===== src/rtl/vm_read_arbiter_pkg.sv =====
// Shared types and constants for the video-memory read arbiter.
// Holds the FSM state encoding, the histogram-select bit position and a saturating counter helper.
package vm_arb_pkg;

    typedef enum logic [1:0] {
        IDLE,
        REQ,
        DONE,
        GAP
    } arb_state_t;

    // Downstream, this address bit selects histogram (1) or line (0) memory
    localparam int VM_HISTO_SEL_BIT = 9;

    localparam logic [7:0] ERR_COUNT_MAX = 8'hFF;

    function automatic logic [7:0] sat_inc8(input logic [7:0] v);
        return (v == ERR_COUNT_MAX) ? v : v + 8'd1;
    endfunction

endpackage


===== src/rtl/vm_read_arbiter_if.sv =====
// Bundles the requester-side handshake and the vm_* line-reader bus.
// The master modport is the arbiter's view; slave is the requesters' and line reader's view.
interface vm_read_arbiter_if
    import vm_arb_pkg::*;
#(
    parameter int N_REQ  = 2,
    parameter int ADDR_W = 10,
    parameter int DATA_W = 64
);

    logic [N_REQ-1:0]        req_valid;
    logic [N_REQ*ADDR_W-1:0] req_addr;
    logic [N_REQ-1:0]        req_ack;
    logic                    req_err;
    logic [DATA_W-1:0]       req_rdata;

    logic [ADDR_W-1:0]       vm_address;
    logic                    vm_bus_enable;
    logic                    vm_rw;
    logic                    vm_acknowledge;
    logic [DATA_W-1:0]       vm_read_data;

    modport master (
        input  req_valid, req_addr, vm_acknowledge, vm_read_data,
        output req_ack, req_err, req_rdata, vm_address, vm_bus_enable, vm_rw
    );

    modport slave (
        output req_valid, req_addr, vm_acknowledge, vm_read_data,
        input  req_ack, req_err, req_rdata, vm_address, vm_bus_enable, vm_rw
    );

endinterface


===== src/rtl/vm_read_arbiter_rr_pick.sv =====
// Combinational round-robin selector: first valid requester searching upward from last_grant+1.
module rr_pick
    import vm_arb_pkg::*;
#(
    parameter int N_REQ = 2,
    parameter int GW    = 1
) (
    input  logic [N_REQ-1:0] req_valid,
    input  logic [GW-1:0]    last_grant,
    output logic [GW-1:0]    grant,
    output logic             valid
);

    logic [GW-1:0] idx;

    always_comb begin
        grant = '0;
        valid = 1'b0;
        idx   = '0;
        for (int unsigned i = 1; i <= N_REQ; i++) begin
            idx = GW'((32'(last_grant) + i) % N_REQ);
            if (!valid && req_valid[idx]) begin
                grant = idx;
                valid = 1'b1;
            end
        end
    end

endmodule


===== src/rtl/vm_read_arbiter.sv =====
// Round-robin arbiter sharing the single vm_* read port between N_REQ requesters,
// with a per-transaction acknowledge timeout and a guaranteed idle gap between transactions.
module vm_read_arbiter
    import vm_arb_pkg::*;
#(
    parameter int N_REQ   = 2,
    parameter int ADDR_W  = 10,
    parameter int DATA_W  = 64,
    parameter int TIMEOUT = 15
) (
    input  logic                 clk,
    input  logic                 rst,
    vm_read_arbiter_if.master    bus,
    output logic                 busy,
    output logic [7:0]           err_count
);

    localparam int GW = (N_REQ > 1) ? $clog2(N_REQ) : 1;
    localparam int TW = $clog2(TIMEOUT + 1);

    arb_state_t          state_q, state_d;
    logic [GW-1:0]       grant_q, grant_d;
    logic [GW-1:0]       last_grant_q, last_grant_d;
    logic [TW-1:0]       timer_q, timer_d;
    logic [N_REQ-1:0]    req_ack_q, req_ack_d;
    logic                req_err_q, req_err_d;
    logic [DATA_W-1:0]   req_rdata_q, req_rdata_d;
    logic [ADDR_W-1:0]   vm_addr_q, vm_addr_d;
    logic                vm_en_q, vm_en_d;
    logic                vm_rw_q;
    logic                busy_q, busy_d;
    logic [7:0]          err_cnt_q, err_cnt_d;

    logic [GW-1:0]       pick_grant;
    logic                pick_valid;
    logic [ADDR_W-1:0]   sel_addr;
    logic [N_REQ-1:0]    grant_onehot;

    rr_pick #(
        .N_REQ (N_REQ),
        .GW    (GW)
    ) u_rr_pick (
        .req_valid  (bus.req_valid),
        .last_grant (last_grant_q),
        .grant      (pick_grant),
        .valid      (pick_valid)
    );

    always_comb begin
        sel_addr     = '0;
        grant_onehot = '0;
        for (int unsigned i = 0; i < N_REQ; i++) begin
            if (GW'(i) == pick_grant) begin
                sel_addr = bus.req_addr[i*ADDR_W +: ADDR_W];
            end
            grant_onehot[i] = (GW'(i) == grant_q);
        end
    end

    always_comb begin
        state_d      = state_q;
        grant_d      = grant_q;
        last_grant_d = last_grant_q;
        timer_d      = timer_q;
        req_ack_d    = '0;
        req_err_d    = req_err_q;
        req_rdata_d  = req_rdata_q;
        vm_addr_d    = vm_addr_q;
        vm_en_d      = vm_en_q;
        err_cnt_d    = err_cnt_q;

        unique case (state_q)
            IDLE: begin
                if (pick_valid) begin
                    grant_d   = pick_grant;
                    vm_addr_d = sel_addr;
                    vm_en_d   = 1'b1;
                    timer_d   = '0;
                    state_d   = REQ;
                end
            end
            REQ: begin
                timer_d = timer_q + 1'b1;
                // The ack pulse is registered here so it is visible during the DONE cycle
                if (bus.vm_acknowledge) begin
                    req_rdata_d = bus.vm_read_data;
                    req_err_d   = 1'b0;
                    vm_en_d     = 1'b0;
                    req_ack_d   = grant_onehot;
                    state_d     = DONE;
                end else if (timer_q == TW'(TIMEOUT)) begin
                    req_rdata_d = '0;
                    req_err_d   = 1'b1;
                    err_cnt_d   = sat_inc8(err_cnt_q);
                    vm_en_d     = 1'b0;
                    req_ack_d   = grant_onehot;
                    state_d     = DONE;
                end
            end
            DONE: begin
                last_grant_d = grant_q;
                state_d      = GAP;
            end
            GAP: begin
                state_d = IDLE;
            end
            default: begin
                state_d = IDLE;
            end
        endcase

        busy_d = (state_d != IDLE);
    end

    always_ff @(posedge clk) begin
        if (!rst) begin
            state_q      <= IDLE;
            grant_q      <= '0;
            last_grant_q <= GW'(N_REQ - 1);
            timer_q      <= '0;
            req_ack_q    <= '0;
            req_err_q    <= 1'b0;
            req_rdata_q  <= '0;
            vm_addr_q    <= '0;
            vm_en_q      <= 1'b0;
            vm_rw_q      <= 1'b1;
            busy_q       <= 1'b0;
            err_cnt_q    <= '0;
        end else begin
            state_q      <= state_d;
            grant_q      <= grant_d;
            last_grant_q <= last_grant_d;
            timer_q      <= timer_d;
            req_ack_q    <= req_ack_d;
            req_err_q    <= req_err_d;
            req_rdata_q  <= req_rdata_d;
            vm_addr_q    <= vm_addr_d;
            vm_en_q      <= vm_en_d;
            vm_rw_q      <= 1'b1;
            busy_q       <= busy_d;
            err_cnt_q    <= err_cnt_d;
        end
    end

    assign bus.req_ack       = req_ack_q;
    assign bus.req_err       = req_err_q;
    assign bus.req_rdata     = req_rdata_q;
    assign bus.vm_address    = vm_addr_q;
    assign bus.vm_bus_enable = vm_en_q;
    assign bus.vm_rw         = vm_rw_q;
    assign busy              = busy_q;
    assign err_count         = err_cnt_q;

endmodule


===== src/flat_wrapper.sv =====
// flat-port wrapper written by rule: the top's interface ports become plain ports
module vm_read_arbiter_flat import vm_arb_pkg::*;
#(
    parameter int N_REQ   = 2,
    parameter int ADDR_W  = 10,
    parameter int DATA_W  = 64,
    parameter int TIMEOUT = 15
)
  (clk, rst, busy, err_count, bus_req_valid, bus_req_addr, bus_vm_acknowledge, bus_vm_read_data, bus_req_ack, bus_req_err, bus_req_rdata, bus_vm_address, bus_vm_bus_enable, bus_vm_rw);
  vm_read_arbiter_if #(.N_REQ(N_REQ), .ADDR_W(ADDR_W), .DATA_W(DATA_W)) bus_i ();
  input  logic clk;
  input  logic rst;
  output logic busy;
  output logic [7:0] err_count;
  input wire logic [$bits(bus_i.req_valid)-1:0] bus_req_valid;
  input wire logic [$bits(bus_i.req_addr)-1:0] bus_req_addr;
  input wire logic [$bits(bus_i.vm_acknowledge)-1:0] bus_vm_acknowledge;
  input wire logic [$bits(bus_i.vm_read_data)-1:0] bus_vm_read_data;
  output wire logic [$bits(bus_i.req_ack)-1:0] bus_req_ack;
  output wire logic [$bits(bus_i.req_err)-1:0] bus_req_err;
  output wire logic [$bits(bus_i.req_rdata)-1:0] bus_req_rdata;
  output wire logic [$bits(bus_i.vm_address)-1:0] bus_vm_address;
  output wire logic [$bits(bus_i.vm_bus_enable)-1:0] bus_vm_bus_enable;
  output wire logic [$bits(bus_i.vm_rw)-1:0] bus_vm_rw;
  assign bus_i.req_valid = bus_req_valid;
  assign bus_i.req_addr = bus_req_addr;
  assign bus_i.vm_acknowledge = bus_vm_acknowledge;
  assign bus_i.vm_read_data = bus_vm_read_data;
  assign bus_req_ack = bus_i.req_ack;
  assign bus_req_err = bus_i.req_err;
  assign bus_req_rdata = bus_i.req_rdata;
  assign bus_vm_address = bus_i.vm_address;
  assign bus_vm_bus_enable = bus_i.vm_bus_enable;
  assign bus_vm_rw = bus_i.vm_rw;
  vm_read_arbiter #(.N_REQ(N_REQ), .ADDR_W(ADDR_W), .DATA_W(DATA_W), .TIMEOUT(TIMEOUT)) u_core (.clk(clk), .rst(rst), .bus(bus_i), .busy(busy), .err_count(err_count));
endmodule

===== config.mk =====
export PLATFORM = sky130hd
export DESIGN_NAME = vm_read_arbiter_flat
export DESIGN_NICKNAME = d
export VERILOG_FILES = /design/src/rtl/vm_read_arbiter_pkg.sv /design/src/rtl/vm_read_arbiter_if.sv /design/src/rtl/vm_read_arbiter_rr_pick.sv /design/src/rtl/vm_read_arbiter.sv /design/src/flat_wrapper.sv
export SDC_FILE = /design/constraint.sdc
export NUM_CORES = 1
export LEC_CHECK = 0
export BUFFER_PORTS_ARGS = -buffer_cell sky130_fd_sc_hd__buf_2
export CAP_MARGIN = 20
export CELL_PAD_IN_SITES_DETAIL_PLACEMENT = 0
export CELL_PAD_IN_SITES_GLOBAL_PLACEMENT = 1
export CORE_UTILIZATION = 35
export DETAILED_ROUTE_END_ITERATION = 8
export PLACE_DENSITY_LB_ADDON = 0.1
export SYNTH_ARGS = -nofsm -noshare
export SYNTH_HDL_FRONTEND = slang
export SYNTH_SLANG_ARGS = --single-unit

===== constraint.sdc =====
create_clock -name clk -period 2.4 [get_ports clk]
set_input_delay 0.12 -clock clk [delete_from_list [all_inputs] [get_ports clk]]
set_output_delay 0.12 -clock clk [all_outputs]
set_load 0.01 [all_outputs]

# After elaboration in Yosys (flattened, before gate mapping)
# Index checks and enable logic that the tools add are counted.
# word_totals
register_bits	95
in_bits	89
wordCells	64
out_inout_bits	88
# classes
reduce_logical	12
order_cmp	2
eq_ne	7
muxes	25
bitwise	3
n_addsub	4
# op_table
op	count
$mux W64	2
$mux W1	13
$mux W10	1
$mux W2	5
$add A8 B1 Y8 const B	1
$eq A8 B8 Y1 const B	1
$pmux W2 S4	1
$pmux W4 S2	1
$reduce_and A2 Y1	4
$reduce_bool A2 Y1	3
$add A4 B1 Y4 const B	1
$eq A2 B2 Y1 const B	2
$eq A4 B4 Y1 const B	1
$lt A1 B2 Y1 const B	2
$mux W4	1
$reduce_and A4 Y1	1
$ne A3 B2 Y1 const B	1
$not A1 Y1	3
$reduce_and A3 Y1	1
$add A1 B1 Y1 const B	2
$eq A2 B1 Y1 const B	1
$logic_not A2 Y1	1
$ne A2 B1 Y1 const B	1
$pmux W1 S2	1
2 further kinds	2

# Longest topological paths before layout
# Gate-level depths: netlist (run 1).
# depth
ltp_word	10
ltp_mapped	7
depth_no_buf	5

# Modules after synthesis
# From an unflattened synthesis (run 1), not the netlist that was laid out.
# hier_totals
hier_cells	432
area_unflattened_um2	3714.8
# modules_own_cells
module	instances	seq_area_each_um2	area_per_inst_um2	cells_each
vm_read_arbiter	1	1901.8	3701.0	430
rr_pick	1	0.0	13.8	2

# Worst setup path after synthesis (run 1)
# No wires, ideal clock.
# synth_path
path_type	register -> register
from	register u_core.timer_q[0]
to	register u_core.err_cnt_q[3], in the netlist u_core.err_count[3]
required_ns	2.330
arrival_time_ns	1.524
period_less_slack_ns	1.594
setup_time_ns	0.070
path_stages_with_launch	7
n_path_buf	1
setup_slack_ns	0.806
cell_sequence	dfxtp_1 -> ha_1 -> and3_1 -> buf_2 -> nand2_2 -> or4_1 -> a21oi_1
# synth_via
elab_chain_len	2
# synth_rtl
element	line	source
from (decl)	vm_read_arbiter.sv:24	logic [TW-1:0] timer_q, timer_d;
from (signal assigned)	vm_read_arbiter.sv:133	timer_q <= timer_d;
$eq A4 B4 Y1	vm_read_arbiter.sv:91	end else if (timer_q == TW'(TIMEOUT)) begin
$reduce_and A4 Y1 (no line)	-	
to (signal assigned)	vm_read_arbiter.sv:141	err_cnt_q <= err_cnt_d;
to (decl)	vm_read_arbiter.sv:32	logic [7:0] err_cnt_q, err_cnt_d;
# No other way between the ends.
# A chain may end at the register's enable or synchronous reset.

# Final worst setup path (run 1)
# Ends and elaborated chain as after synthesis.

==> qor.txt, run 1 <==
Outcome: finished, final reports clean
Initial Util: 35.89%
Routed wire length: 10.20 mm
Final Hold Viols: 0
Max VDD drop: 0.0003684 V
Number of H-tree levels: 3
Worst Setup SP: u_core.timer_q[0]$_SDFFE_PN0P_
DR WL/cell: 12.75 um
Post-CTS Setup Bufs: 0
DIE AREA: 10910 um2
R2R setup slack: 0.51 ns
Placer Congestion: 0.7105
Initial antenna violation count: 0
Global router's overall resource usage: 18.54%
Slew @ Worst Pin: 0.5151 ns
Seq pwr share: 50.4%
Die W: 104.4 um
Clk slew on worst S/H paths: 0.09 ns
Hold path cells: 3
Row count: 37
Post-synth EDFFs: 0
Ant. Diodes: 0
HP Start: bus_vm_read_data[33]
Post-synthesis area per instance: 8.481 um2
Yosys warns: 0
Total CTS buffers: 9
FFs w/ async S/R, synth: 0%
Period utilization: 78.56%
Area contributors post-synth: dfxtp_1, a21oi_1, nand3_1, nand2_1, mux2i_1
DRT Pass-1 Iters: 6
Hold slack: 0.01588 ns
Hold Crit Endpoint: u_core.bus.req_rdata[33]$_SDFFE_PN0P_
Die Y: 104.4 um
Tmin final: 1.885 ns
Clock Latency Late Sink: 0.35 ns
Seq cells post-synth: 95
Grt total ovfl: 0
Vias in the first global route: 3690
Normalized max-slew margin: 65.47%
Hold Crit Class: in2reg
Filler cells: 1000
NetSw: 862.0 uW
Top_reg_cell synth: dfxtp_1
Final Max Tran Viols: 0
Critical-path top delay cell: or4_1
Cell Area, Synth: 3672 um2
Antenna viol nets, final: 0
Internal power: 2511 uW
Crit-path cells: ha_1, and3_1, nand2_2, or4_1, a21oi_1
Vias per cell: 4.789
I/O pins: 177
Max-cap viol count: 0
Most frequent cells in the layout: buf_2, dfxtp_1, a21oi_1
CP Capture Type: register
Max Clk Rate: 530.4 MHz
Critical Path RT: 2.69 ns
Initial drt markers: 177
CTS tree: yes
Ratio of cells with drive above 1 in the final layout: 32.38%
IO buf count: 175
Dominant cell type by area after synthesis: dfxtp_1
Netlist cell types: 43
Setup Skew: 0.006703 ns
Arr. time, crit path: 2.18 ns
HPWL Detailed: 6.516 mm
Leak: 0.002448 uW
Setup TNS: 0 ns
Comb power frac: 15.5%
Synthesis-to-finish area growth: 50.97%
DRC Markers: 0
Synth top area share: 51.79%
RR Endpoint: u_core.err_count[3]$_SDFFE_PN0P_
Unrepaired setup endpoints after global routing: false
Post-Syn Instances: 433
RR Startpoint: u_core.timer_q[0]$_SDFFE_PN0P_
Worst Reg-to-Reg Cells: 5
CP top delay family: simple AND/OR/NAND/NOR gates
Pwr dens: 608.4 nW/um2
Root buf cell: clkbuf_8
Critical path class: reg2reg
Buf/Inv on CP: 0
Clock share of power: 34.1%
First-pass GRT wire length: 16.57 mm
Pin count of the biggest net entering global routing: 65
DP Area: 4683 um2
Crit start category: register
Commonest non-fill, non-tap cell in the layout: buf_2
Core area: 10230 um2
Sequential share of the synthesized area: 51.79%
Setup violations, final: 0
Critical Path Max Stage Delay: 0.54 ns
Worst Path Max Fanout: 10
Sw frac: 25.55%
Clk buf depth: 2
Synth Net Count: 524
Sinks on Clock Net: 95
Final net count: 750
Final Cell Area: 5544 um2
Vias post-DR: 3831
[kinds of logic after synthesis]
kind of cell    synth area share [%]
fa+ha+maj                     0.6813
flops                          51.79
mux                            3.578
compound gates                 15.78
other cells                   0.1021
buf+inv                        4.838
simple gates                   23.24
[worst min-delay path: cells and delay by family]
| family | cells | cell delay, ns |
|---|---|---|
| AOI/OAI and AO/OA | 1 | 0.06 |
| buffers and inverters | 1 | 0.10 |
| and+or+nand+nor | 1 | 0.05 |
[cell usage after synthesis (2+ instances only)]
library cell,n
and3_1,2
o21a_1,2
o311a_1,2
a21oi_1,74
buf_4,2
ha_1,2
a211oi_1,10
mux2i_1,12
o41ai_1,2
nor2_1,17
buf_2,22
inv_1,2
nor3_1,4
nand2_1,73
nor2b_1,2
o21ai_0,5
dfxtp_1,95
clkbuf_1,11
nand3_1,68
or4_1,3
[per-layer routing]
metal | vias up | share of wire [%] | GRT usage (%)
met5 | - | 0 | 0
met4 | 0 | 1.5 | 7.449
met3 | 13 | 6.4 | 4.574
met2 | 126 | 47 | 32.12
met1 | 1734 | 45 | 21.79
li1 | 1958 | - | -
[layout make-up]
class                   instances  area, um2  area share [%]
multi-input cells             300       1604           28.93
clock inverters                 7      96.34           1.738
inverters                       3      11.26          0.2031
clock buffers                   9      123.9           2.234
well taps                     136      170.2           3.069
flip-flops and latches         95       1902           34.30
repair buffers                250       1637           29.52
[stage by stage]
stage / cells / setup slack [ns] / util [%] / total power [uW]
6_report: 800 / 0.5146 / 54.19 / 3373
3_5_place_dp: 720 / 0.5721 / 45.77 / 2184
3_3_place_gp: 720 / 0.6344 / 45.77 / 2178
2_1_floorplan: 433 / 0.8056 / - / 1982
4_1_cts: 800 / 0.5544 / 54.19 / 3423
5_1_grt: 800 / 0.3925 / 54.19 / 3552
[how the worst max path moves through the flow]
stage               slack [ns]                                    end  depth (start not counted)
global placement          0.63       u_core.err_count[5]$_SDFFE_PN0P_                          5
finish                    0.51       u_core.err_count[3]$_SDFFE_PN0P_                          5
global route              0.39       u_core.err_count[3]$_SDFFE_PN0P_                          5
CTS                       0.55  u_core.bus.req_rdata[39]$_SDFFE_PN0P_                          6
detailed placement        0.57  u_core.bus.req_rdata[33]$_SDFFE_PN0P_                          6
floorplan                 0.81       u_core.err_count[3]$_SDFFE_PN0P_                          6
[state kept, by name, summed over array words and instances (netlist names)]
name / cells
u_core.err_count: 8
u_core.state_q: 2
u_core.bus.vm_address: 10
u_core.bus.req_err: 1
u_core.last_grant_q: 1
u_core.busy: 1
u_core.bus.req_rdata: 64
u_core.bus.req_ack: 2
u_core.grant_q: 1
u_core.timer_q: 4
u_core.bus.vm_bus_enable: 1
[power groups by stage]
stage | Sequential, uW | Combinational [uW] | Clock [uW]
final | 1700 | 522 | 1150
after global routing | 1710 | 579 | 1260
after CTS | 1700 | 528 | 1190
after detailed placement | 1740 | 447 | 0
after global placement | 1740 | 442 | 0
after floorplan | 1770 | 210 | 0
[repair_timing]
item | 4_1_cts | 5_1_grt
hold buffers | 64 | 0
gates resized for setup | 0 | 0
endpoints found under the setup margin | 0 | 0
hold endpoints to repair | 64 | 0
No activity file was read; power rests on OpenSTA's default activity.
==> run 2: changes to the inputs <==
--- a/config.mk
+++ b/config.mk
@@ -5,11 +5,12 @@
 export SDC_FILE = /design/constraint.sdc
 export NUM_CORES = 1
 export LEC_CHECK = 0
+export ABC_AREA = 1
 export BUFFER_PORTS_ARGS = -buffer_cell sky130_fd_sc_hd__buf_2
 export CAP_MARGIN = 20
 export CELL_PAD_IN_SITES_DETAIL_PLACEMENT = 0
 export CELL_PAD_IN_SITES_GLOBAL_PLACEMENT = 1
-export CORE_UTILIZATION = 35
+export CORE_UTILIZATION = 32
 export DETAILED_ROUTE_END_ITERATION = 8
 export PLACE_DENSITY_LB_ADDON = 0.1
 export SYNTH_ARGS = -nofsm -noshare
==> constraint.sdc (replaced) <==
create_clock -name clk -period 1.8 [get_ports clk]
set_input_delay 0.09 -clock clk [delete_from_list [all_inputs] [get_ports clk]]
set_output_delay 0.09 -clock clk [all_outputs]
set_load 0.01 [all_outputs]
==> run 2 against run 1 <==
  * Sequential cell count did not move
  * Utilization fell by 4.7 points
  * Routed wire length rose by 2.8%
  * Non-clock buffer count fell by 3
  * Critical path depth rose by 2
  * Area after synthesis rose by 2.4%
  * Die area rose by 12%
  * Critical endpoint is now u_core.bus.req_rdata[40]$_SDFFE_PN0P_
==> qor.txt, run 2 <==
Met2 usage: 29.28% (was 32.12%)
Crit start category: register (unchanged)
Placer Congestion: 0.7162 (was 0.7105)
Sequential share of the synthesized area: 50.57% (was 51.79%)
Final worst slack: 0.2795 ns (was 0.5146 ns)
Root buf cell: clkbuf_16 (was clkbuf_8)
Clk buf depth: 2 (unchanged)
Post-Place Worst Slack: 0.2840 ns (was 0.5721 ns)
Finished Core Util: 49.52% (was 54.19%)
M1 GR Usage: 20.58% (was 21.79%)
Grt total ovfl: 0 (unchanged)
Vias in the first global route: 3847 (was 3690)
Max VDD drop: 0.0004531 V (was 0.0003684 V)
Commonest cells post-synth: nand2_1, dfxtp_1, a21oi_1 (was dfxtp_1, a21oi_1, nand2_1)
Max-cap viol count: 0 (unchanged)
Tmin final: 1.521 ns (was 1.885 ns)
Post-Syn Instances: 495 (was 433)
NetSw: 1272 uW (was 862.0 uW)
Die W: 110.4 um (was 104.4 um)
Worst Path Max Fanout: 26 (was 10)
Outcome: finished, final reports clean (unchanged)
Unrepaired setup endpoints after global routing: false (unchanged)
Total CTS buffers: 9 (unchanged)
Critical Path RT: 2.06 ns (was 2.69 ns)
Antenna viol nets, final: 0 (unchanged)
Final net count: 817 (was 750)
Final Hold Viols: 0 (unchanged)
Routed wire length: 10.49 mm (was 10.20 mm)
Ratio of cells with drive above 1 in the final layout: 29.73% (was 32.38%)
GRT Max-Usage Layer: met2 (unchanged)
CP most frequent cell: nand2_1
Synthesis-to-finish area growth: 50.33% (was 50.97%)
Critical path class: reg2reg (unchanged)
Hold slack: 0.01132 ns (was 0.01588 ns)
DR WL/cell: 12.01 um (was 12.75 um)
Yosys warns: 0 (unchanged)
Comb power frac: 15.9% (was 15.5%)
Initial antenna violation count: 0 (unchanged)
Synth Net Count: 586 (was 524)
Arr. time, crit path: 1.78 ns (was 2.18 ns)
Post-synthesis area per instance: 7.598 um2 (was 8.481 um2)
Clock Latency Late Sink: 0.33 ns (was 0.35 ns)
Final Max Tran Viols: 0 (unchanged)
DRT Pass-1 Iters: 4 (was 6)
Count leader, synth: nand2_1 (was dfxtp_1)
Ant. Diodes: 0 (unchanged)
Setup Skew: 0.007669 ns (was 0.006703 ns)
FFs w/ async S/R, synth: 0% (unchanged)
Critical Path Max Stage Delay: 0.33 ns (was 0.54 ns)
Internal power: 3746 uW (was 2511 uW)
Synth top area share: 50.57% (was 51.79%)
Hold path cells: 3 (unchanged)
Buf/Inv on CP: 1 (was 0)
Pin count of the biggest net entering global routing: 46 (was 65)
Final Non-Filler Cells: 873 (was 800)
R2R setup slack: 0.28 ns (was 0.51 ns)
Filler cells: 1146 (was 1000)
Hold Crit Endpoint: u_core.bus.req_rdata[18]$_SDFFE_PN0P_ (was u_core.bus.req_rdata[33]$_SDFFE_PN0P_)
Seq pwr share: 45.7% (was 50.4%)
Max Clk Rate: 657.7 MHz (was 530.4 MHz)
Most frequent cells in the layout: buf_2, nand2_1, dfxtp_1 (was buf_2, dfxtp_1, a21oi_1)
Netlist cell types: 26 (was 43)
Dominant cell type by area after synthesis: dfxtp_1 (unchanged)
Top_reg_cell synth: dfxtp_1 (unchanged)
RR Endpoint: u_core.bus.req_rdata[40]$_SDFFE_PN0P_ (was u_core.err_count[3]$_SDFFE_PN0P_)
HPWL Detailed: 6.785 mm (was 6.516 mm)
Clock share of power: 38.4% (was 34.1%)
Sw frac: 25.35% (was 25.55%)
Vias per cell: 4.463 (was 4.789)
Largest register FFs: 64 (unchanged)
Met3 Usage GRT: 4.720% (was 4.574%)
Setup violations, final: 0 (unchanged)
CP top delay family: simple AND/OR/NAND/NOR gates (unchanged)
Cell Area, Synth: 3761 um2 (was 3672 um2)
I/O pins: 177 (unchanged)
IO buf count: 175 (unchanged)
Placed insts: 796 (was 720)
Vias post-DR: 3896 (was 3831)
Row count: 39 (was 37)
Sinks on Clock Net: 95 (unchanged)
Period utilization: 84.47% (was 78.56%)
DIE AREA: 12190 um2 (was 10910 um2)
Initial Util: 32.94% (was 35.89%)
Crit-path cells: ha_1, nand3_2, nand2_1, nand2_2, buf_4, nand2_1, a21oi_1 (was ha_1, and3_1, nand2_2, or4_1, a21oi_1)
Global router's overall resource usage: 17.42% (was 18.54%)
Commonest non-fill, non-tap cell in the layout: buf_2 (unchanged)
First-pass GRT wire length: 17.50 mm (was 16.57 mm)
Post-CTS Setup Bufs: 0 (unchanged)
Number of H-tree levels: 3 (unchanged)
Pwr dens: 887.5 nW/um2 (was 608.4 nW/um2)
Area contributors post-synth: dfxtp_1, nand2_1, a21oi_1, o21ai_0, buf_6 (was dfxtp_1, a21oi_1, nand3_1, nand2_1, mux2i_1)
CP Capture Type: register (unchanged)
HP Start: bus_vm_read_data[18] (was bus_vm_read_data[33])
DRC Markers: 0 (unchanged)
Core area: 11420 um2 (was 10230 um2)
Worst Reg-to-Reg Cells: 7 (was 5)
CTS tree: yes (unchanged)
Critical-path top delay cell: dfxtp_1 (was or4_1)
Hold Crit Class: in2reg (unchanged)
Post-synth EDFFs: 0 (unchanged)
Initial drt markers: 243 (was 177)
Setup TNS: 0 ns (unchanged)
Seq cells post-synth: 95 (unchanged)
Die Y: 110.4 um (was 104.4 um)
Leak: 0.002618 uW (was 0.002448 uW)
RR Startpoint: u_core.timer_q[0]$_SDFFE_PN0P_ (unchanged)
Clk slew on worst S/H paths: 0.07 ns (was 0.09 ns)
[run 2: changes by cell type after synthesis, sizes merged, moves of 4 or more]
cell,previous run,this run
nand2,74,176
a211oi,10,0
clkbuf,11,7
buf,24,20
nor3,4,0
inv,2,31
mux2i,12,0
nand3,68,10
nor2,17,35
o21ai,5,25
a21oi,74,88
[run 2: tightest hold or removal path, delay by kind of cell]
| family | cells | cell delay [ns] |
|---|---|---|
| AO/OA/AOI/OAI | 1 | 0.06 |
| buffers and inverters | 1 | 0.10 |
| AND/OR/NAND/NOR | 1 | 0.05 |
[run 2: power groups by stage]
| stage | Sequential, uW | Clock (uW) | Combinational (uW) |
|---|---|---|---|
| 3_5_place_dp | 2340 | 0 | 700 |
| 6_report | 2290 | 1930 | 798 |
| 2_1_floorplan | 2400 | 0 | 362 |
| 4_1_cts | 2290 | 2010 | 806 |
| 3_3_place_gp | 2340 | 0 | 692 |
| 5_1_grt | 2310 | 2100 | 889 |
[run 2: per-layer routing]
layer / wire (um) / up-vias / share of wire (%)
li1: - / 2036 / -
met1: 4682 / 1721 / 45
met2: 4927 / 119 / 47
met3: 644 / 20 / 6.1
met4: 230 / 0 / 2.2
met5: 0 / - / 0
[run 2: final cells by class]
type,instances,area [um2],area share [%]
multi-input cells,342,1549,27.40
inverters,31,116.4,2.058
well taps,143,178.9,3.164
clock buffers,12,256.5,4.536
clock inverters,3,42.54,0.7524
repair buffers,247,1609,28.46
flip-flops and latches,95,1902,33.64
[run 2: cells by family (layout without fill, tap and decap cells)]
| kind of cell | after synthesis | after routing | synth area share [%] |
|---|---|---|---|
| adders and majority gates | 2 | 2 | 0.6652 |
| buffers and inverters | 58 | 293 | 8.250 |
| xor gates and xnor gates | 2 | 2 | 0.4658 |
| and+or+nand+nor | 222 | 222 | 24.52 |
| other | 1 | 1 | 0.09970 |
| DFF | 95 | 95 | 50.57 |
| AOI/OAI and AO/OA | 115 | 115 | 15.44 |
[run 2: repair_timing]
item	4_1_cts	5_1_grt
hold buffers	62	0
hold endpoints to repair	62	0
resized for setup	0	0
[run 2: worst max path at each step]
stage	startpoint	to	depth (start not counted)
final	u_core.timer_q[0]$_SDFFE_PN0P_	u_core.bus.req_rdata[40]$_SDFFE_PN0P_	7
after global routing	u_core.timer_q[0]$_SDFFE_PN0P_	u_core.bus.req_rdata[40]$_SDFFE_PN0P_	7
after CTS	u_core.timer_q[0]$_SDFFE_PN0P_	u_core.bus.req_rdata[53]$_SDFFE_PN0P_	7
after detailed placement	u_core.timer_q[0]$_SDFFE_PN0P_	u_core.bus.req_rdata[53]$_SDFFE_PN0P_	7
after floorplan	u_core.err_count[0]$_SDFFE_PN0P_	u_core.err_count[3]$_SDFFE_PN0P_	7
after global placement	u_core.timer_q[0]$_SDFFE_PN0P_	u_core.bus.req_rdata[44]$_SDFFE_PN0P_	7
[run 2: metrics by stage]
stage               area, um2  total power, uW
floorplan                3761             2758
global placement         4735             3027
detailed placement       4735             3037
CTS                      5654             5103
global route             5654             5292
finish                   5654             5018
==> run 3: changes to the inputs <==
==> constraint.sdc (replaced) <==
create_clock -name clk -period 1.52 [get_ports clk]
set_input_delay 0.076 -clock clk [delete_from_list [all_inputs] [get_ports clk]]
set_output_delay 0.076 -clock clk [all_outputs]
set_load 0.01 [all_outputs]
==> run 3 against run 2 <==
  * Critical path depth did not move
  * Routed wire length fell by 0.65%
  * Largest cell class unchanged
  * Maximum frequency rose by 11%
  * Hold slack improved by 0.097 ns
  * Critical endpoint is now u_core.bus.req_rdata[55]$_SDFFE_PN0P_
==> qor.txt, run 3 (synthesis results as in run 2) <==
Commonest non-fill, non-tap cell in the layout: buf_2 (unchanged)
Pin count of the biggest net entering global routing: 41 (was 46)
Synthesis-to-finish area growth: 56.62% (was 50.33%)
Number of H-tree levels: 3 (unchanged)
Setup TNS: 0 ns (unchanged)
Ant. Diodes: 0 (unchanged)
CTS tree: yes (unchanged)
Hold Crit Class: in2reg (unchanged)
Routed wire length: 10.42 mm (was 10.49 mm)
Hold path cells: 4 (was 3)
IO buf count: 175 (unchanged)
Max Clk Rate: 727.8 MHz (was 657.7 MHz)
Row count: 39 (unchanged)
Clk slew on worst S/H paths: 0.07 ns (about the same)
Final net count: 832 (was 817)
Clock Latency Late Sink: 0.34 ns (was 0.33 ns)
Clock share of power: 40.0% (was 38.4%)
I/O pins: 177 (unchanged)
Die Y: 110.4 um (unchanged)
Largest register FFs: 64 (unchanged)
DRC Markers: 0 (unchanged)
Vias post-DR: 3905 (was 3896)
Critical Path RT: 1.79 ns (was 2.06 ns)
Max-cap viol count: 0 (unchanged)
Arr. time, crit path: 1.64 ns (was 1.78 ns)
HPWL Detailed: 6.897 mm (was 6.785 mm)
Initial drt markers: 174 (was 243)
Antenna viol nets, final: 0 (unchanged)
Sinks on Clock Net: 95 (unchanged)
Grt total ovfl: 0 (unchanged)
Die W: 110.4 um (unchanged)
Root buf cell: clkbuf_16 (unchanged)
Final Max Tran Viols: 0 (unchanged)
Tmin final: 1.374 ns (was 1.521 ns)
Initial antenna violation count: 0 (unchanged)
Comb power frac: 16.2% (was 15.9%)
Setup Skew: 0.009593 ns (was 0.007669 ns)
CP Capture Type: register (unchanged)
Placer Congestion: 0.7290 (was 0.7162)
Core area: 11420 um2 (unchanged)
DRT Pass-1 Iters: 4 (unchanged)
DR WL/cell: 11.72 um (was 12.01 um)
Vias per cell: 4.393 (was 4.463)
Period utilization: 90.39% (was 84.47%)
Max VDD drop: 0.0005274 V (was 0.0004531 V)
Outcome: finished, final reports clean (unchanged)
Worst Reg-to-Reg Cells: 7 (unchanged)
First-pass GRT wire length: 17.48 mm (was 17.50 mm)
Vias in the first global route: 3839 (was 3847)
Most frequent cells in the layout: buf_2, nand2_1, dfxtp_1 (unchanged)
Initial Util: 32.94% (unchanged)
Seq pwr share: 43.8% (was 45.7%)
Sw frac: 25.90% (was 25.35%)
Pwr dens: 1053 nW/um2 (was 887.5 nW/um2)
Clk buf depth: 2 (unchanged)
Final Hold Viols: 0 (unchanged)
Total CTS buffers: 9 (unchanged)
Internal power: 4597 uW (was 3746 uW)
Critical path class: reg2reg (unchanged)
Crit start category: register (unchanged)
Worst Path Max Fanout: 19 (was 26)
Leak: 0.002724 uW (was 0.002618 uW)
Ratio of cells with drive above 1 in the final layout: 29.89% (was 29.73%)
Unrepaired setup endpoints after global routing: false (unchanged)
DIE AREA: 12190 um2 (unchanged)
Setup violations, final: 0 (unchanged)
NetSw: 1607 uW (was 1272 uW)
Global router's overall resource usage: 17.26% (was 17.42%)
Post-CTS Setup Bufs: 0 (unchanged)
Finished Core Util: 51.59% (was 49.52%)
## run 3: cell count changes in the layout (fill, tap and decap cells not counted), moves of 2 or more
cell / before / now
dlygate4sd3_1: 62 / 74
buf_12: 3 / 7
buf_4: 7 / 5
clkbuf_8: 2 / 0
## run 3: layer usage
layer / share of wire [%] / track usage (%)
met5: 0 / 0
met4: 1.8 / 7.378
met3: 6.4 / 3.897
met2: 47 / 28.99
met1: 45 / 21.14
## run 3: power groups by stage
stage | sequential (uW) | combinational (uW) | clock, uW
after detailed placement | 2770 | 862 | 0
final | 2710 | 1010 | 2480
after floorplan | 2840 | 429 | 0
after global routing | 2730 | 1120 | 2660
after global placement | 2770 | 856 | 0
after CTS | 2710 | 1010 | 2560
## run 3: worst paths after layout
| kind | start | end | slack [ns] |
|---|---|---|---|
| max | u_core.timer_q[0]$_SDFFE_PN0P_ | u_core.bus.req_rdata[55]$_SDFFE_PN0P_ | 0.15 |
| max reg2reg | u_core.timer_q[0]$_SDFFE_PN0P_ | u_core.bus.req_rdata[55]$_SDFFE_PN0P_ | 0.15 |
| min reg2reg | u_core.grant_q$_SDFFE_PN0P_ | u_core.bus.req_ack[0]$_SDFF_PN0_ | 0.45 |
| min | bus_vm_acknowledge | u_core.bus.req_err$_SDFFE_PN0P_ | 0.11 |
## run 3: critical path, cell delays in order, from the launching register on
cell and delay [ns]:
dfxtp_1 0.34, ha_1 0.23, nand3_2 0.13, nand2_1 0.10, nand2_4 0.12, buf_8 0.17
nand2_1 0.06, a21oi_1 0.13
## run 3: what timing repair did
item / CTS / global route
setup endpoints to repair: 0 / 20
gates resized for setup: 0 / 4
endpoints found under the hold margin: 74 / 0
hold buffers: 74 / 0
## run 3: final cells by class
type                       instances  area [um2]
fill                            1146        5528
clock inverter                     7       103.9
multi-input combinational        342        1554
clock buffer                       9       225.2
timing repair buffer             262        1809
inverter                          31       116.4
sequential                        95        1903
tap                              143       178.9
## run 3: through the flow
stage	cells	hold slack (ns)	setup slack (ns)	instance area [um2]	power [uW]
6_report	889	0.1087	0.1461	5891	6204
5_1_grt	889	0.1242	0.01448	5891	6518
4_1_cts	889	0.09432	0.02749	5877	6286
3_5_place_dp	799	0.3097	0.05290	4807	3631
3_3_place_gp	799	0.3020	0.1293	4807	3623
2_1_floorplan	495	0.1901	0.2094	3761	3265
